`src/rtl/vram_arbiter.sv`:
```
// VRAM arbiter: one single-port frame-buffer RAM shared between VGA pixel fetch
// (absolute priority) and a queued CPU read/write port, all in the vga_clk domain.
module vram_arbiter #(
  parameter int FIFO_DEPTH = 4,
  parameter int AW         = 19,
  parameter int DW         = 24
) (
  input  logic          vga_clk,
  input  logic          clr,
  input  logic          vga_rdn,
  input  logic [8:0]    vga_row,
  input  logic [9:0]    vga_col,
  output logic [DW-1:0] vga_d_in,
  input  logic          cpu_req,
  input  logic          cpu_we,
  input  logic [AW-1:0] cpu_addr,
  input  logic [DW-1:0] cpu_wdata,
  output logic          cpu_ready,
  output logic [DW-1:0] cpu_rdata,
  output logic          cpu_rvalid,
  output logic          mem_en,
  output logic          mem_we,
  output logic [AW-1:0] mem_addr,
  output logic [DW-1:0] mem_wdata,
  input  logic [DW-1:0] mem_rdata
);

  localparam int PW     = $clog2(FIFO_DEPTH);
  localparam int STAGES = 2;

  localparam logic [1:0] TAG_NONE = 2'd0;
  localparam logic [1:0] TAG_VGA  = 2'd1;
  localparam logic [1:0] TAG_CRD  = 2'd2;

  typedef struct packed {
    logic          we;
    logic [AW-1:0] addr;
    logic [DW-1:0] wdata;
  } cmd_t;

  cmd_t          fifo [FIFO_DEPTH];
  logic [PW:0]   wr_ptr, rd_ptr;
  logic          full, empty, push, pop;
  logic          rd_outstanding;
  cmd_t          head;
  logic [1:0]    gnt_tag;
  // stage 1 pairs with mem_rdata, stage 2 is the cycle the result is visible
  logic [STAGES:1][1:0] tag_pipe;

  assign empty = (wr_ptr == rd_ptr);
  assign full  = (wr_ptr[PW] != rd_ptr[PW]) && (wr_ptr[PW-1:0] == rd_ptr[PW-1:0]);
  assign head  = fifo[rd_ptr[PW-1:0]];

  assign cpu_ready  = !clr && !full && !rd_outstanding;
  assign push       = cpu_req && cpu_ready;
  assign cpu_rvalid = (tag_pipe[2] == TAG_CRD);

  always_comb begin
    mem_en    = 1'b0;
    mem_we    = 1'b0;
    mem_addr  = head.addr;
    mem_wdata = head.wdata;
    gnt_tag   = TAG_NONE;
    pop       = 1'b0;
    if (!clr) begin
      if (!vga_rdn) begin
        mem_en   = 1'b1;
        mem_addr = AW'({vga_row, vga_col});
        gnt_tag  = TAG_VGA;
      end else if (!empty) begin
        mem_en  = 1'b1;
        mem_we  = head.we;
        pop     = 1'b1;
        gnt_tag = head.we ? TAG_NONE : TAG_CRD;
      end
    end
  end

  always_ff @(posedge vga_clk) begin
    if (push) fifo[wr_ptr[PW-1:0]] <= '{we: cpu_we, addr: cpu_addr, wdata: cpu_wdata};
  end

  always_ff @(posedge vga_clk) begin
    if (clr) begin
      wr_ptr         <= '0;
      rd_ptr         <= '0;
      rd_outstanding <= 1'b0;
      tag_pipe       <= '0;
      vga_d_in       <= '0;
      cpu_rdata      <= '0;
    end else begin
      if (push) wr_ptr <= wr_ptr + 1'b1;
      if (pop)  rd_ptr <= rd_ptr + 1'b1;
      tag_pipe <= {tag_pipe[1], gnt_tag};
      if (tag_pipe[1] == TAG_VGA) vga_d_in  <= mem_rdata;
      if (tag_pipe[1] == TAG_CRD) cpu_rdata <= mem_rdata;
      // reads block the port until their data returns; writes are posted
      if (push && !cpu_we)              rd_outstanding <= 1'b1;
      else if (tag_pipe[1] == TAG_CRD)  rd_outstanding <= 1'b0;
    end
  end

endmodule

```
`config.mk`:
```
export PLATFORM = sky130hd
export DESIGN_NAME = vram_arbiter
export DESIGN_NICKNAME = d
export VERILOG_FILES = /design/src/rtl/vram_arbiter.sv
export SDC_FILE = /design/constraint.sdc
export NUM_CORES = 1
export LEC_CHECK = 0
export ABC_AREA = 1
export ABC_CLOCK_PERIOD_IN_PS = 5000
export CAP_MARGIN = 40
export CORE_MARGIN = 5
export CORE_UTILIZATION = 51
export DETAILED_ROUTE_END_ITERATION = 8
export PLACE_DENSITY = 0.79
export SYNTH_ARGS = -nofsm -noshare
export SYNTH_HDL_FRONTEND = slang
export SYNTH_SLANG_ARGS = --single-unit
```
`constraint.sdc`:
```
create_clock -name vga_clk -period 5 [get_ports vga_clk]
set_clock_uncertainty 0.2 [all_clocks]
set_input_delay 1 -clock vga_clk [delete_from_list [all_inputs] [get_ports vga_clk]]
set_output_delay 1 -clock vga_clk [all_outputs]
set_load 0.05 [all_outputs]
```
# == After elaboration in Yosys (flattened, before gate mapping) ==
# Memory sizes are Yosys's and may differ from the RTL's. A register that Yosys moved wholly into a read port is not among the register bits.
# Index checks and enable logic that the tools add are counted.
# totals
register_bits,59
ram_bits,176
output_inout_bits,95
memories,1
# mem_list
name,words,word_bits,read_ports,rd_clocked_by_memory_dff,write_ports,line,text
fifo,4,44,1,1,1,41,cmd_t fifo [FIFO_DEPTH];
# classes
n_addsub,2
eq_ne,6
mux,19
bitwise_logic,1
n_reduce_logical,11
# op_table
operator,count
19-bit 2-to-1 mux,2
1-bit 2-to-1 mux,14
3-bit by 1-bit adder with 3-bit output (second input constant),2
2-bit 2-to-1 mux,3
1-bit logical AND,5
2-bit equality test (second input constant),2
1-bit zero test,4
3-bit equality test,1
3-bit OR reduction,1
2-bit by 1-bit equality test with 1-bit output (second input constant),1
2-bit equality test,1
2-bit nonzero test,1
1-bit inequality test,1
1-bit inverter,1

# == Longest topological paths before layout ==
# Gate-level depths: netlist of run 1.
# logic_depth
depth_word,8
depth_mapped,8
ltp_nobuf,8

# == Least setup slack after synthesis of run 1 ==
# Ideal clock, no wire load.
# synth_timing
kind,input to register
from,input clr
to,memory fifo[0][0] (netlist name) (enable)
t_arrival_ns,3.354
required_ns,4.354
path_slack_ns,1.000
cell_stages,4
path_buffers,1
path_cell_list,buf_4 > nor2_2 > nand3_4 > nor2_1
# synth_via
elab_chain_cells,6
# synth_rtl
element,line,text
from (decl),9,"input logic clr,"
1-bit zero test,-,
1-bit logical AND (2 in series),54,assign cpu_ready = !clr && !full && !rd_outstanding;
1-bit logical AND,55,assign push = cpu_req && cpu_ready;
1-bit 2-to-1 mux,80,"if (push) fifo[wr_ptr[PW-1:0]] <= '{we: cpu_we, addr: cpu_addr, wdata: cpu_wdata};"
1-bit 2-to-1 mux (implied by the code),80,
to (decl),41,
# Every way passes these cells.

# == Worst setup path in the final report of run 1 ==
# layout_timing
from,input vga_rdn
to,output mem_addr[14]
# layout_via
elab_chain_cells,2
# layout_rtl
element,line,text
from (decl),10,"input logic vga_rdn,"
19-bit 2-to-1 mux,66,if (!vga_rdn) begin
19-bit 2-to-1 mux,65,if (!clr) begin
to (decl),23,"output logic [AW-1:0] mem_addr,"
# Every way passes these cells.

==> metrics.yaml, run 1 <==
outcome:
  status: "finished clean"
logic_synthesis:
  synthSimpleGateAreaFrac: 0.118
  postSynthCellCount: 796
  synth_compound_gate_area_share: 0.115
  async_reset_ff_frac: 0
  synth-main-ff-cell: "sky130_fd_sc_hd__edfxtp_1"
  postSynthRegisterBits: 237
  yosys_warnings: 0
  post_synth_edffs: 176
  fraction_of_synthesized_area_in_multiplexers: 0
  synth_top_family_by_area: "simple AND/OR/NAND/NOR gates"
  synth_xor_xnor_area_share: 0.00191
  seq_area_frac_synth: 0.708
  synthesis.area_um2: 9190
  synth_fp_nets: 892
  synthAdderAreaFrac: 0.00681
  synth.distinct_cells: 27
  avgSynthCellArea_um2: 11.5
pwr:
  ir_drop_mv: 0.266
  power_leakage_nw: 4.34
  power_frac_seq: 0.483
  net-switching-power_mw: 1.16
  comb_power_share: 0.143
  design_power_total_mw: 4.55
  p_sw_frac: 0.255
  areal_power_density_over_the_cells_nw_per_um2: 380
  cellInternalPower_mw: 3.39
  share_clk_of_total_power: 0.374
place:
  hpwlAfterDp_mm: 12.8
  pre_cts_ws_ns: 0.610
  placement.io_buffers: 185
  placement.cell_area_um2: 11200
  place_congestion: 0.788
  dp.cells: 1175
floorplan:
  die_h_um: 144
  die_area_um2: 20800
  floorplan.initialDensity: 0.515
  core_area_um2: 17800
  die_width_um: 144
  io_pins: 186
  fp-row-count: 49
layout:
  layout.filler_cells: 1328
  final_core_utilization: 0.671
  finalNetCount: 1069
  post_route_cells_drive_above_1_share: 0.0747
  flow.area_growth_from_synthesis_pct: 30.3
  layout.cells.non_filler: 1220
  postLayoutCellArea_um2: 12000
clocking:
  cts.sinks: 237
  cts_buffers: 25
  worstSkewPairLatency_ns: 0.50
  cts_max_path_bufs: 3
  cts_setup_buffers: 0
  clk_root_buffer_cell: "sky130_fd_sc_hd__clkbuf_16"
  cts-resized-gates: 0
  tritoncts_clock_tree: "built"
  cts.clk_slew.worst_paths_ns: 0.06
  cts.hold.buffers_added: 0
  cts_htree_levels: 1
timing:
  final-hold-violation-count: 0
  fmax_mhz: 228
  worstMarginPinSlew_ns: 0.698
  rsz0062_at_grt: "false"
  maxSlewViolCount: 0
  fin_worst_hold_slack_ns: 0.285
  final_critical_path_setup_slack_ns: 0.623
  final_min_period_over_clock_period: 0.875
  finalSetupViolations: 0
  post-route-min-period_ns: 4.38
  timing.max_slew.rel_slack: 0.534
  tns_ns: 0
setup_path:
  worstSetupEndpointType: "output port"
  critical_path_required_ns: 3.80
  cp-start-kind: "input pin"
  rr_endpoint: "fifo[0][21]"
  register_to_register_setup_slack_ns: 2.65
  path_class: "in -> out"
  critical_path.endpoint: "mem_addr[14]"
  path_max_fanout: 39
  launching_element_of_the_worst_setup_path: "vga_rdn"
  reg2reg_depth: 7
  timing.critical_path.arrival_ns: 3.18
  reg2reg_from: "wr_ptr[0]"
drt:
  final_wirelength_mm: 20.9
  vias: 6460
  drt_drc_violations_left: 0
  routed_via_density: 5.30
  drt_pass1_iterations: 5
  drtAntennaViolNets: 0
  dr.first_iter.drc_count: 351
  wl_per_cell_um: 17.1
global_routing:
  grt_pass1_vias: 6409
  overflow: 0
  wire_length_of_the_first_global_routing_pass_mm: 32.7
  grt_antenna_before_repair: 0
  largest_net_degree_at_the_start_of_global_routing: 89
  grt_usage: 0.198
run:
  maxCapViolCount: 0
min_path:
  worst_hold_path_type: "reg -> reg"
-- flip-flops by register name, indices dropped and copies added (netlist names), named ones only --
name / count
rd_ptr: 3
wr_ptr: 3
cpu_rdata: 24
fifo: 176
tag_pipe: 4
vga_d_in: 24
rd_outstanding: 1
-- worst min path at each step --
| stage | startpoint | endpoint | slack [ns] | cells after the start |
|---|---|---|---|---|
| global route | tag_pipe[1] | tag_pipe[3] | 0.31 | 2 |
| CTS | tag_pipe[1] | tag_pipe[3] | 0.29 | 2 |
| global placement | tag_pipe[1] | tag_pipe[3] | 0.26 | 2 |
| detailed placement | tag_pipe[1] | tag_pipe[3] | 0.26 | 2 |
| finish | tag_pipe[1] | tag_pipe[3] | 0.29 | 2 |
| floorplan | tag_pipe[1] | tag_pipe[3] | 0.24 | 2 |
-- cell usage in the layout (no fill, tap or decap) --
master / synthesis / layout
sky130_fd_sc_hd__nor2_4: 0 / 4
sky130_fd_sc_hd__diode_2: 0 / 1
sky130_fd_sc_hd__nand2_1: 21 / 21
sky130_fd_sc_hd__nor2_2: 5 / 5
sky130_fd_sc_hd__edfxtp_1: 176 / 176
sky130_fd_sc_hd__clkinv_2: 0 / 1
sky130_fd_sc_hd__a21oi_1: 6 / 6
sky130_fd_sc_hd__buf_8: 0 / 1
sky130_fd_sc_hd__inv_6: 1 / 2
sky130_fd_sc_hd__nand2_2: 3 / 3
sky130_fd_sc_hd__nand3_4: 2 / 2
sky130_fd_sc_hd__inv_4: 0 / 2
sky130_fd_sc_hd__inv_1: 32 / 35
sky130_fd_sc_hd__nand3_2: 2 / 2
sky130_fd_sc_hd__or2_2: 1 / 1
sky130_fd_sc_hd__clkbuf_8: 0 / 1
sky130_fd_sc_hd__inv_2: 8 / 8
sky130_fd_sc_hd__o21ai_0: 125 / 125
sky130_fd_sc_hd__clkdlybuf4s50_1: 0 / 185
sky130_fd_sc_hd__o22ai_1: 24 / 24
sky130_fd_sc_hd__inv_8: 0 / 1
sky130_fd_sc_hd__clkinv_1: 0 / 4
sky130_fd_sc_hd__buf_12: 0 / 4
sky130_fd_sc_hd__clkbuf_16: 0 / 27
sky130_fd_sc_hd__clkbuf_1: 7 / 3
sky130_fd_sc_hd__clkinvlp_4: 0 / 1
sky130_fd_sc_hd__ha_1: 5 / 5
sky130_fd_sc_hd__buf_4: 9 / 6
sky130_fd_sc_hd__o211ai_1: 12 / 12
sky130_fd_sc_hd__nor2_1: 220 / 216
sky130_fd_sc_hd__o211ai_2: 1 / 1
sky130_fd_sc_hd__o21ai_1: 30 / 30
sky130_fd_sc_hd__nand4_1: 5 / 5
sky130_fd_sc_hd__nand3_1: 8 / 8
sky130_fd_sc_hd__xor2_1: 2 / 2
sky130_fd_sc_hd__dfxtp_1: 61 / 59
sky130_fd_sc_hd__dfxtp_2: 0 / 2
-- cell type report --
class,count,area [um^2],area share
Multi-Input combinational cell,472,2260,0.188
Timing Repair Buffer,196,1990,0.166
Sequential cell,237,6510,0.543
Antenna cell,1,2.50,0.000209
Clock inverter,13,71.3,0.00595
Clock buffer,31,701,0.0585
Tap cell,229,287,0.0239
Inverter,41,159,0.0133
-- routing by layer --
metal | up-vias | track usage | part of all wire
met1 | 3066 | 0.249 | 0.40
li1 | 3130 | - | -
met5 | - | 0 | 0
met3 | 19 | 0.0757 | 0.11
met2 | 245 | 0.328 | 0.48
met4 | 0 | 0.0447 | 0.011
-- worst max-delay path, cell delays in order --
cell and delay (ns):
sky130_fd_sc_hd__clkdlybuf4s50_1 0.57, sky130_fd_sc_hd__nor2_2 0.08, sky130_fd_sc_hd__inv_2 0.44, sky130_fd_sc_hd__o211ai_1 0.18, sky130_fd_sc_hd__o21ai_1 0.12, sky130_fd_sc_hd__inv_1 0.06
sky130_fd_sc_hd__clkdlybuf4s50_1 0.71
-- kinds of logic (layout without fill, tap and decap cells) --
group / after synthesis / count (layout)
compound gates: 198 / 198
xor+xnor: 2 / 2
fa+ha+maj: 5 / 5
buf+inv: 87 / 281
flops: 237 / 237
other cells: 0 / 1
simple gates: 267 / 267
-- synth_stat cells, types with 5 or more instances --
cell type                    n  area share
sky130_fd_sc_hd__nor2_1    220       0.090
sky130_fd_sc_hd__edfxtp_1  176        0.58
sky130_fd_sc_hd__o21ai_0   125       0.068
sky130_fd_sc_hd__dfxtp_1    61        0.13
sky130_fd_sc_hd__inv_1      32       0.013
sky130_fd_sc_hd__o21ai_1    30       0.016
sky130_fd_sc_hd__o22ai_1    24       0.016
sky130_fd_sc_hd__nand2_1    21      0.0086
sky130_fd_sc_hd__buf_2      18      0.0098
sky130_fd_sc_hd__o211ai_1   12      0.0098
sky130_fd_sc_hd__buf_4       9      0.0074
sky130_fd_sc_hd__buf_6       9       0.011
sky130_fd_sc_hd__inv_2       8      0.0033
sky130_fd_sc_hd__nand3_1     8      0.0044
sky130_fd_sc_hd__clkbuf_1    7      0.0029
sky130_fd_sc_hd__a21oi_1     6      0.0033
sky130_fd_sc_hd__ha_1        5      0.0068
sky130_fd_sc_hd__nand4_1     5      0.0034
sky130_fd_sc_hd__nor2_2      5      0.0034
-- power by group through the flow --
stage	Combinational, mW	Sequential, mW	Clock, mW
floorplan	0.330	2.31	0
global placement	0.645	2.24	0
detailed placement	0.654	2.24	0
CTS	0.657	2.20	1.74
global route	0.697	2.20	1.83
finish	0.651	2.20	1.70
Power figures use the tool's default switching activity.
==> run 2, diff against run 1 <==
--- a/config.mk
+++ b/config.mk
@@ -7,7 +7,6 @@
 export LEC_CHECK = 0
 export ABC_AREA = 1
 export ABC_CLOCK_PERIOD_IN_PS = 5000
-export CAP_MARGIN = 40
 export CORE_MARGIN = 5
 export CORE_UTILIZATION = 51
 export DETAILED_ROUTE_END_ITERATION = 8
==> constraint.sdc (replaced) <==
create_clock -name vga_clk -period 5 [get_ports vga_clk]
set_clock_uncertainty 0.2 [all_clocks]
set_input_delay 0.5 -clock vga_clk [delete_from_list [all_inputs] [get_ports vga_clk]]
set_output_delay 0.5 -clock vga_clk [all_outputs]
set_load 0.05 [all_outputs]
==> run 2 against run 1 <==
  * Worst setup slack gained 0.39 ns
  * Register-to-register slack worse by 0.24 ns
  * Critical path depth up 1
  * Die area unchanged
==> metrics.yaml, run 2 (same netlist as run 1, synthesis figures left out) <==
timing:
  post-route-min-period_ns: 3.98
  timing.max_slew.rel_slack: 0.469
  final-hold-violation-count: 0
  fmax_mhz: 251
  final_min_period_over_clock_period: 0.797
  worstMarginPinSlew_ns: 0.795
  rsz0062_at_grt: "false"
  finalSetupViolations: 0
  maxSlewViolCount: 0
  tns_ns: 0
setup_path:
  timing.critical_path.arrival_ns: 3.28
  reg2reg_from: "wr_ptr[0]"
  largest_stage_delay_on_the_critical_path_ns: 0.80
  worstPathBufferInverterCount: 3
  worstSetupEndpointType: "output port"
  path_class: "reg -> out"
  crit_path_top_delay_cell: "sky130_fd_sc_hd__clkdlybuf4s50_1"
  critical_path_required_ns: 4.30
  path_max_fanout: 58
  cp_cell_sequence: "buf_4 -> nor2_1 -> nor2_1 -> o21ai_0 -> o211ai_1 -> o21ai_1 -> inv_1 -> clkdlybuf4s50_1"
  cp-start-kind: "register"
  path_common_cell: "sky130_fd_sc_hd__nor2_1"
  cell_class_contributing_the_biggest_share_of_worst_path_delay: "buffers and inverters"
global_routing:
  overflow: 0
  grt_antenna_before_repair: 0
  largest_net_degree_at_the_start_of_global_routing: 89
  grt_pass1_vias: 6395
  wire_length_of_the_first_global_routing_pass_mm: 32.8
  grt_usage: 0.198
place:
  placement.io_buffers: 185
  placement.cell_area_um2: 11100
  hpwlAfterDp_mm: 13.1
  place_congestion: 0.790
clocking:
  cts_htree_levels: 1
  worstSkewPairLatency_ns: 0.49
  cts_setup_buffers: 0
  cts_buffers: 23
  tritoncts_clock_tree: "built"
  clk_root_buffer_cell: "sky130_fd_sc_hd__clkbuf_16"
  cts.clk_slew.worst_paths_ns: 0.06
  cts-resized-gates: 0
  cts.hold.buffers_added: 0
  cts.sinks: 237
  cts_max_path_bufs: 3
layout:
  post_route_cells_drive_above_1_share: 0.0710
  largest_register_ffs: 176
  postLayoutCellArea_um2: 11900
  finalNetCount: 1066
  insertedDiodeCount: 0
  flow.area_growth_from_synthesis_pct: 29.2
  layout.cells.most_common: "sky130_fd_sc_hd__nor2_1"
  commonest_cells_after_routing_fill_and_taps_aside: "216 x sky130_fd_sc_hd__nor2_1, 185 x sky130_fd_sc_hd__clkdlybuf4s50_1, 176 x sky130_fd_sc_hd__edfxtp_1"
run:
  maxCapViolCount: 0
drt:
  wl_per_cell_um: 17.3
  drt_pass1_iterations: 4
  final_wirelength_mm: 21.1
  vias: 6442
  dr.first_iter.drc_count: 376
  routed_via_density: 5.30
  drtAntennaViolNets: 0
  drt_drc_violations_left: 0
pwr:
  power_leakage_nw: 4.28
  ir_drop_mv: 0.286
  areal_power_density_over_the_cells_nw_per_um2: 379
floorplan:
  io_pins: 186
  die_width_um: 144
  die_h_um: 144
  die_area_um2: 20800
  core_area_um2: 17800
  floorplan.initialDensity: 0.515
  fp-row-count: 49
min_path:
  worst_hold_path_type: "reg -> reg"
  min-delay-start: "rd_outstanding"
outcome:
  status: "finished clean"
run 2: changes by cell type in the layout (fill, tap and decap cells not counted), sizes merged:
cell	previous run	this run
bufinv	0	2
diode	1	0
clkbuf	31	32
buf	11	10
inv	48	42
run 2: stage by stage:
step | util | hold WS (ns) | total power [mW] | setup WS (ns) | instances
2_1_floorplan | - | 0.238 | 2.64 | 1.50 | 796
3_3_place_gp | 0.625 | 0.265 | 2.88 | 1.40 | 1174
3_5_place_dp | 0.625 | 0.271 | 2.89 | 1.28 | 1174
4_1_cts | 0.666 | 0.281 | 4.55 | 0.960 | 1215
5_1_grt | 0.666 | 0.315 | 4.68 | 0.816 | 1215
6_report | 0.666 | 0.279 | 4.50 | 1.02 | 1215
run 2: tightest hold or removal path, cell delays in order, from the launching register on:
cell	delay (ns)
sky130_fd_sc_hd__dfxtp_1	0.32
sky130_fd_sc_hd__nand2_1	0.06
sky130_fd_sc_hd__a21oi_1	0.05
run 2: layer usage:
metal | part of all wire | global-route usage | vias to the layer above | wire (um)
li1 | - | - | 3118 | -
met1 | 0.39 | 0.244 | 3067 | 8310
met2 | 0.49 | 0.343 | 240 | 10200
met3 | 0.11 | 0.0721 | 17 | 2310
met4 | 0.0088 | 0.0358 | 0 | 185
met5 | 0 | 0 | - | 0
run 2: power by group:
group          internal, mW  switching [mW]
Clock                 0.981           0.675
Combinational         0.224           0.423
Sequential             2.17          0.0266
Total                  3.38            1.12
run 2: final timing paths:
path | endpoint | slack (ns) | cells after the start
hold / removal | rd_outstanding | 0.28 | 2
setup / recovery | mem_addr[14] | 1.02 | 8
setup reg to reg | fifo[3][35] | 2.41 | 7
hold reg to reg | rd_outstanding | 0.28 | 2
run 2: layout make-up:
class / instances / area [um^2]
clock buffers: 32 / 629
well taps: 229 / 287
inverters: 41 / 159
clock inverters: 9 / 97.6
fillers: 1359 / 5960
multi-input cells: 472 / 2260
repair buffers: 195 / 1940
flip-flops and latches: 237 / 6510
==> run 3, diff against run 2 <==
--- a/config.mk
+++ b/config.mk
@@ -6,11 +6,11 @@
 export NUM_CORES = 1
 export LEC_CHECK = 0
 export ABC_AREA = 1
-export ABC_CLOCK_PERIOD_IN_PS = 5000
+export ABC_CLOCK_PERIOD_IN_PS = 3600
 export CORE_MARGIN = 5
-export CORE_UTILIZATION = 51
+export CORE_UTILIZATION = 46
 export DETAILED_ROUTE_END_ITERATION = 8
-export PLACE_DENSITY = 0.79
+export PLACE_DENSITY = 0.76
 export SYNTH_ARGS = -nofsm -noshare
 export SYNTH_HDL_FRONTEND = slang
 export SYNTH_SLANG_ARGS = --single-unit
==> constraint.sdc (replaced) <==
create_clock -name vga_clk -period 3.6 [get_ports vga_clk]
set_clock_uncertainty 0.2 [all_clocks]
set_input_delay 0.36 -clock vga_clk [delete_from_list [all_inputs] [get_ports vga_clk]]
set_output_delay 0.36 -clock vga_clk [all_outputs]
set_load 0.05 [all_outputs]
==> run 3 against run 2 <==
  * Worst setup slack got worse by 0.76 ns
  * Critical path depth unchanged
  * Largest power group unchanged
  * Cell area up 2.2%
  * Non-clock buffer count rose by 3
  * Routed wire length down 1.3%
  * Count of clock-buffer cells in the layout is 4 higher
  * Utilization is 4.6 points lower
  * Via count decreased by 0.54%
  * Sequential power increased by 39%
  * Clock power rose by 45%
  * Combinational power up 44%
==> metrics.yaml, run 3 (same netlist as run 1, synthesis figures left out) <==
pwr:
  design_power_total_mw: 6.38
  net-switching-power_mw: 1.59
  p_sw_frac: 0.249
  power_frac_seq: 0.478
  cellInternalPower_mw: 4.79
  share_clk_of_total_power: 0.376
  comb_power_share: 0.146
  ir_drop_mv: 0.389
  power_leakage_nw: 4.38
  areal_power_density_over_the_cells_nw_per_um2: 526
global_routing:
  grt_usage: 0.179
  global_route.usage.met2: 0.292
  grt_pass1_vias: 6348
  largest_net_degree_at_the_start_of_global_routing: 89
  overflow: 0
  use_met3: 0.0718
  top_usage_layer: "met2"
  grt_antenna_before_repair: 1
  met1_capacity_usage_during_global_routing: 0.227
  wire_length_of_the_first_global_routing_pass_mm: 32.8
place:
  placement.io_buffers: 185
  dp.cells: 1213
  place_congestion: 0.765
  pre_cts_ws_ns: 0.564
  hpwlAfterDp_mm: 12.8
  placement.cell_area_um2: 11300
timing:
  fmax_mhz: 299
  tns_ns: 0
  final_critical_path_setup_slack_ns: 0.260
  final_min_period_over_clock_period: 0.928
  rsz0062_at_grt: "false"
  maxSlewViolCount: 0
  final-hold-violation-count: 0
  timing.max_slew.rel_slack: 0.586
  post-route-min-period_ns: 3.34
  fin_worst_hold_slack_ns: 0.271
  finalSetupViolations: 0
  worstMarginPinSlew_ns: 0.621
clocking:
  cts.sinks: 237
  worstSkewPairLatency_ns: 0.50
  cts_buffers: 24
  tritoncts_clock_tree: "built"
  cts_setup_buffers: 0
  clk_root_buffer_cell: "sky130_fd_sc_hd__clkbuf_16"
  cts_htree_levels: 1
  cts_max_path_bufs: 3
  cts.hold.buffers_added: 0
  cts.clk_slew.worst_paths_ns: 0.06
  cts-resized-gates: 0
drt:
  drt_pass1_iterations: 6
  drtAntennaViolNets: 0
  dr.first_iter.drc_count: 349
  wl_per_cell_um: 16.5
  routed_via_density: 5.09
  drt_drc_violations_left: 0
  final_wirelength_mm: 20.8
  vias: 6407
min_path:
  worst_hold_path.num_cells: 3
  timing.hold.worst_endpoint: "cpu_rdata[9]"
  min-delay-start: "mem_rdata[9]"
  worst_hold_path_type: "in -> reg"
floorplan:
  io_pins: 186
  die_area_um2: 22900
  floorplan.initialDensity: 0.469
  fp-row-count: 51
  core_area_um2: 19600
  die_h_um: 151
  die_width_um: 151
setup_path:
  reg2reg_from: "wr_ptr[0]"
  crit_path_top_delay_cell: "sky130_fd_sc_hd__clkdlybuf4s50_1"
  reg2reg_depth: 7
  cp_cell_sequence: "buf_12 -> nor2_1 -> nor2_1 -> o21ai_1 -> o211ai_1 -> o21ai_0 -> inv_1 -> clkdlybuf4s50_1"
  register_to_register_setup_slack_ns: 1.44
  critical_path_required_ns: 3.04
  cell_class_contributing_the_biggest_share_of_worst_path_delay: "buffers and inverters"
  path_common_cell: "sky130_fd_sc_hd__nor2_1"
  largest_stage_delay_on_the_critical_path_ns: 0.80
  rr_endpoint: "fifo[2][37]"
  path_max_fanout: 72
  worstSetupEndpointType: "output port"
  cp-start-kind: "register"
  worstPathBufferInverterCount: 3
  timing.critical_path.arrival_ns: 2.78
  path_class: "reg -> out"
layout:
  commonest_cells_after_routing_fill_and_taps_aside: "216 x sky130_fd_sc_hd__nor2_1, 176 x sky130_fd_sc_hd__edfxtp_1, 173 x sky130_fd_sc_hd__clkdlybuf4s50_1"
  layout.cells.most_common: "sky130_fd_sc_hd__nor2_1"
  postLayoutCellArea_um2: 12100
  flow.area_growth_from_synthesis_pct: 32.0
  layout.filler_cells: 1570
  final_core_utilization: 0.619
  layout.cells.non_filler: 1258
  finalNetCount: 1070
  post_route_cells_drive_above_1_share: 0.0907
  multi_input_area_um2: 2260
  largest_register_ffs: 176
  area.sequential_um2: 6510
run:
  maxCapViolCount: 0
outcome:
  status: "finished clean"
==> run 3: cell count changes in the layout (fill, tap and decap cells not counted), sizes merged, moves of 2 or more <==
cell           before  now
buf                10   25
bufinv              2    0
clkbuf             32   36
clkdlybuf4s50     185  173
clkinvlp            1    4
==> run 3: power groups by stage <==
stage	sequential [mW]	combinational (mW)	clock, mW
6_report	3.05	0.932	2.40
5_1_grt	3.06	0.995	2.58
4_1_cts	3.05	0.940	2.45
3_5_place_dp	3.11	0.937	0
3_3_place_gp	3.10	0.928	0
2_1_floorplan	3.20	0.458	0
==> run 3: worst register-to-register path: stages, from the launching register on <==
cell                      delay, ns
sky130_fd_sc_hd__dfxtp_1       0.43
sky130_fd_sc_hd__inv_2         0.09
sky130_fd_sc_hd__nand2_1       0.08
sky130_fd_sc_hd__nand2_2       0.08
sky130_fd_sc_hd__nand3_4       0.11
sky130_fd_sc_hd__nand3_4       0.18
sky130_fd_sc_hd__nor2_4        0.36
sky130_fd_sc_hd__buf_12        0.30
==> run 3: worst max path at each step <==
stage	from	end	slack (ns)	cells after the start
final	register	mem_addr[7]	0.26	8
after global routing	register	mem_addr[9]	0.03	8
after CTS	register	mem_addr[9]	0.22	8
after detailed placement	vga_rdn	mem_addr[7]	0.56	6
after global placement	vga_rdn	mem_addr[11]	0.63	7
after floorplan	clr	fifo[0][0]	0.24	4
==> run 3: routing by layer <==
| metal | vias up | wire [um] | part of all wire |
|---|---|---|---|
| met3 | 26 | 2530 | 0.12 |
| met4 | 2 | 280 | 0.013 |
| met5 | - | 8 | 0.00039 |
| met1 | 3005 | 8450 | 0.41 |
| li1 | 3134 | - | - |
| met2 | 240 | 9510 | 0.46 |
==> run 3: area by class of cell <==
cell class | count | share of cell area
Tap cell | 265 | 0.0273
Antenna cell | 1 | 0.000206
Timing Repair Buffer | 198 | 0.172
Clock inverter | 8 | 0.00351
Inverter | 41 | 0.0131
Sequential cell | 237 | 0.536
Multi-Input combinational cell | 472 | 0.186
Clock buffer | 36 | 0.0619
